--- src/rtl/plic_claim_agent.sv ---
// plic_claim_agent: APB initiator that claims a PLIC interrupt, hands the ID to the core and completes it.
module plic_claim_agent #(
  parameter logic [31:0] BASE_ADDR   = 32'h0000_0000,
  parameter int          ID_WIDTH    = 5,
  parameter int          HOLDOFF_CYC = 2
) (
  input  logic                pclk,
  input  logic                presetn,
  input  logic                en_i,
  input  logic                ext_irq_i,
  output logic [31:0]         paddr_o,
  output logic [2:0]          pprot_o,
  output logic                psel_o,
  output logic                penable_o,
  output logic                pwrite_o,
  output logic [31:0]         pwdata_o,
  output logic [3:0]          pstrb_o,
  input  logic                pready_i,
  input  logic                pslverr_i,
  input  logic [31:0]         prdata_i,
  output logic                irq_valid_o,
  output logic [ID_WIDTH-1:0] irq_id_o,
  input  logic                irq_ready_i,
  input  logic                irq_done_i,
  output logic                busy_o,
  output logic                spurious_o,
  output logic                err_o
);
  localparam logic [2:0] IDLE      = 3'd0;
  localparam logic [2:0] RD_SETUP  = 3'd1;
  localparam logic [2:0] RD_ACCESS = 3'd2;
  localparam logic [2:0] PRESENT   = 3'd3;
  localparam logic [2:0] SERVICE   = 3'd4;
  localparam logic [2:0] WR_SETUP  = 3'd5;
  localparam logic [2:0] WR_ACCESS = 3'd6;
  localparam logic [2:0] HOLDOFF   = 3'd7;
  localparam int CW = HOLDOFF_CYC > 1 ? $clog2(HOLDOFF_CYC) : 1;
  logic [2:0]          state;
  logic [CW-1:0]       cnt;
  logic [ID_WIDTH-1:0] rd_id;
  logic                unused_prdata;
  assign rd_id         = prdata_i[ID_WIDTH-1:0];
  assign unused_prdata = ^prdata_i[31:ID_WIDTH];
  assign paddr_o       = BASE_ADDR + 32'h20;
  assign pprot_o       = 3'b000;
  assign busy_o        = state != IDLE;
  always_ff @(posedge pclk) begin
    if (!presetn) begin
      state       <= IDLE;
      cnt         <= '0;
      psel_o      <= 1'b0;
      penable_o   <= 1'b0;
      pwrite_o    <= 1'b0;
      pwdata_o    <= '0;
      pstrb_o     <= 4'h0;
      irq_valid_o <= 1'b0;
      irq_id_o    <= '0;
      spurious_o  <= 1'b0;
      err_o       <= 1'b0;
    end else begin
      spurious_o <= 1'b0;
      err_o      <= 1'b0;
      case (state)
        IDLE: if (en_i && ext_irq_i) begin
          state    <= RD_SETUP;
          psel_o   <= 1'b1;
          pwrite_o <= 1'b0;
          pstrb_o  <= 4'h0;
        end
        RD_SETUP: begin
          state     <= RD_ACCESS;
          penable_o <= 1'b1;
        end
        RD_ACCESS: if (pready_i) begin
          psel_o    <= 1'b0;
          penable_o <= 1'b0;
          if (pslverr_i) begin
            err_o <= 1'b1;
            state <= IDLE;
          end else begin
            irq_id_o    <= rd_id;
            spurious_o  <= rd_id == '0;
            irq_valid_o <= rd_id != '0;
            state       <= rd_id == '0 ? IDLE : PRESENT;
          end
        end
        PRESENT: if (irq_ready_i) begin
          irq_valid_o <= 1'b0;
          state       <= SERVICE;
        end
        // done is only honoured once the ID has been accepted
        SERVICE: if (irq_done_i) begin
          state    <= WR_SETUP;
          psel_o   <= 1'b1;
          pwrite_o <= 1'b1;
          pstrb_o  <= 4'hF;
          pwdata_o <= {{(32-ID_WIDTH){1'b0}}, irq_id_o};
        end
        WR_SETUP: begin
          state     <= WR_ACCESS;
          penable_o <= 1'b1;
        end
        WR_ACCESS: if (pready_i) begin
          psel_o    <= 1'b0;
          penable_o <= 1'b0;
          pwrite_o  <= 1'b0;
          pstrb_o   <= 4'h0;
          err_o     <= pslverr_i;
          cnt       <= '0;
          state     <= HOLDOFF_CYC == 0 ? IDLE : HOLDOFF;
        end
        default: begin
          cnt   <= cnt + 1'b1;
          state <= cnt == CW'(HOLDOFF_CYC - 1) ? IDLE : HOLDOFF;
        end
      endcase
    end
  end
endmodule

--- config.mk ---
export PLATFORM = sky130hd
export DESIGN_NAME = plic_claim_agent
export DESIGN_NICKNAME = d
export VERILOG_FILES = /design/src/rtl/plic_claim_agent.sv
export SDC_FILE = /design/constraint.sdc
export NUM_CORES = 1
export LEC_CHECK = 0
export BUFFER_PORTS_ARGS = -buffer_cell sky130_fd_sc_hd__clkbuf_2
export CAP_MARGIN = 25
export CORE_MARGIN = 5
export CORE_UTILIZATION = 37
export CTS_CLUSTER_SIZE = 12
export DETAILED_ROUTE_END_ITERATION = 8
export PLACE_DENSITY = 0.81
export SLEW_MARGIN = 20
export SYNTH_ARGS = -nofsm -noshare
export SYNTH_HDL_FRONTEND = slang
export SYNTH_SLANG_ARGS = --single-unit
export TNS_END_PERCENT = 5
--- constraint.sdc ---
create_clock -name pclk -period 1.5 [get_ports pclk]
set_input_delay 0.15 -clock pclk [delete_from_list [all_inputs] [get_ports pclk]]
set_output_delay 0.15 -clock pclk [all_outputs]
set_load 0.005 [all_outputs]
==> results.tsv <==
stage	metric	value	unit
detailed_routing	wl_met1	898	µm
sta	worst_slew_pin_slew	506	ps
pwr	power_density	1030	nW/µm²
yosys	avgSynthCellArea	8.41	µm²
place	port_buffers	33	
clock_tree	root_buffer	clkbuf_8	
worst_setup_path	cp-end-kind	register	
yosys	synth.top_cell.area_share	0.366	
sta	final_max_slew_viol_count	0	
die	rows	22	
detailed_routing	drc	0	
grt	grt_pass1_vias	818	
hold_path	worst_hold_startpoint	prdata_i[0]	
sta	tns	0	ps
worst_setup_path	cp.required	1640	ps
clock_tree	cts.sinks	20	
worst_setup_path	reg2reg_depth	5	
clock_tree	htreeDepth	1	
die	die_area	4970	µm²
final_layout	area_growth_syn_to_layout	3.51	%
sta	fin_crit_sh	0.941	
die	core_area	3610	µm²
die	initial_utilization	0.375	
flow_run	maxCapViolCount	0	
yosys	ys.flop_type	dfxtp_1	
sta	skew	2.85	ps
hold_path	holdPathEnd	spurious_o	
clock_tree	tritoncts	yes	
clock_tree	cts_hold_buf	0	
yosys	synthArstFlopShare	0	
detailed_routing	wire_per_inst	10.4	µm
grt	grt_pass1_wl	3620	µm
detailed_routing	drt_iter0_markers	92	
detailed_routing	via_per_inst	3.93	
worst_setup_path	slowest_delay	360	ps
sta	relSlewSlack	0.662	
final_layout	nNetsFinal	234	
yosys	yosysTopAreaCell	buf_4	
yosys	synth-seq-area-share	0.296	
detailed_routing	dr.max_layer_used	met4	
worst_setup_path	r2r_setup_slack	90	ps
pwr	leakagePower	0.744	nW
hold_path	hold_class	in -> reg	
grt	grtUsageTotal	0.0919	
worst_setup_path	cp.arrival	1550	ps
final_layout	fin_area	1400	µm²
detailed_routing	route.met2.wl	1230	µm
final_layout	antenna_cells	0	
worst_setup_path	timing_worst_setup_path_type	reg -> reg	
worst_setup_path	r2r_start	state[0]	
yosys	yosysUniqueCellTypes	30	
final_layout	drive_above_1_share	0.244	
place	dpl_cell_area	1310	µm²
clock_tree	worst_skew_pair.late_latency	260	ps
clock_tree	clockBufferDepth	2	
place	place.gp.congestion	0.892	
grt	overflow	0	
pwr	post-layout-total-power	1.45	mW
yosys	synth_cells	161	
grt	grt_max_degree	17	
clock_tree	clkTransAtPathRegs	80	ps
yosys	ys_ff_latch	20	
detailed_routing	firstDrtPassIters	4	
worst_setup_path	crit_chain	nand3b_1, or3_4, buf_4, mux2i_1, nor2_1	
yosys	synth_edf_count	0	
hold_path	holdPathStages	2	
yosys	synth.area.top_cells	buf_4 37%, dfxtp_1 30%, mux2i_1 8.9%, nor2_1 4.4%, a21oi_1 3.0%	
die	fp.dieH	70.5	µm
detailed_routing	wirelength	2510	µm
sta	setup_viol	0	
worst_setup_path	crit_slowest_cell	or3_4	
yosys	yosysWarnings	0	
detailed_routing	dr_wl_met3	355	µm
sta	max_freq	0.708	GHz
yosys	synth_area	1350	µm²
clock_tree	cts_buffers	3	
final_layout	nFillCells	381	
worst_setup_path	crit_path_max_fanout	6	
sta	hold_viol_final	0	
die	ios	123	
outcome	status	finished clean	
die	die_x	70.5	µm
pwr	ir_drop	544	µV
detailed_routing	vias	948	
worst_setup_path	reg2reg_to	irq_id_o[1]	
worst_setup_path	startpoint_type	register	
grt	antenna_found_initial	0	
detailed_routing	detail-route-antenna-nets	0	
sta	period_needed	1410	ps
place	hpwlAfterDp	2040	µm
worst max path at each step:
stage / end / startpoint / cells after the start
2_1_floorplan: state[0] / state[1] / 5
3_3_place_gp: irq_id_o[4] / state[0] / 5
3_5_place_dp: spurious_o / state[0] / 4
4_1_cts: spurious_o / state[0] / 4
5_1_grt: irq_id_o[4] / state[1] / 5
6_report: irq_id_o[1] / state[0] / 5
worst max-delay path, delay by kind of cell (launching register included):
family | cells | cell delay (ps)
DFF | 1 | 340
buffers and inverters | 1 | 180
and+or+nand+nor | 3 | 620
muxes | 1 | 150
placed cells by master (no fill, tap or decap), types with 2 or more instances in the layout:
master    instances
mux2i_1          12
clkbuf_8          3
nor2_1           16
inv_1             3
or4_1             2
o21a_1            2
a21oi_1           8
conb_1           62
dfxtp_1          20
nand2_1           7
nand3_1           2
buf_4             6
clkbuf_2         33
state kept, by name, indices dropped and copies added (netlist names):
register and count:
irq_valid_o 1, spurious_o 1, err_o 1, state 3, pwdata_o 5, pstrb_o 1, cnt 1, penable_o 1
irq_id_o 5, psel_o 1
layer usage:
layer | GRT usage | vias up
met5 | 0 | -
met1 | 0.0985 | 426
met2 | 0.155 | 59
met4 | 0.0319 | 0
met3 | 0.0460 | 4
li1 | - | 459
cell type report:
cell class / instances / area, µm² / area share
clock buffer: 3 / 41.3 / 0.0295
clock inverter: 1 / 30.0 / 0.0214
inverter: 4 / 17.5 / 0.0125
multi-input combinational: 126 / 642 / 0.458
sequential: 20 / 400 / 0.286
tap: 48 / 60.1 / 0.0429
timing repair buffer: 39 / 210 / 0.150
cell usage after synthesis (all sizes together), types with 2 or more instances:
master,instances
buf,69
dfxtp,20
nor2,16
mux2i,12
a21oi,8
nand2,7
inv,4
clkbuf,2
conb,2
nand3,2
nor3,2
o21a,2
or4,2
cells by family (layout without fill, tap and decap cells):
logic type / after synthesis / count (layout) / share of synthesized area
DFF: 20 / 20 / 0.296
AOI/OAI and AO/OA: 16 / 16 / 0.0776
other: 2 / 62 / 0.00555
muxes: 12 / 12 / 0.0887
and+or+nand+nor: 36 / 36 / 0.128
buffers and inverters: 75 / 47 / 0.405
report_power, final:
part | leakage (nW) | internal, mW | switching (mW)
Sequential | 0.162 | 0.566 | 0.0262
Clock | 0.0357 | 0.356 | 0.188
Combinational | 0.546 | 0.128 | 0.186
Total | 0.744 | 1.05 | 0.400
stage by stage:
stage	utilization	cells	hold WS [ps]	setup slack (ps)
final	0.389	241	85.8	87.9
after global routing	0.389	241	83.7	-16.4
after CTS	0.383	240	75.2	49.8
after detailed placement	0.364	236	362	71.4
after global placement	0.364	236	352	104
after floorplan	-	221	227	119
timing repair:
item,4_1_cts,5_1_grt
endpoints found under the setup margin,0,6
gates resized for setup,0,2
buffers inserted,0,1
(Power assumes the default switching activity.)
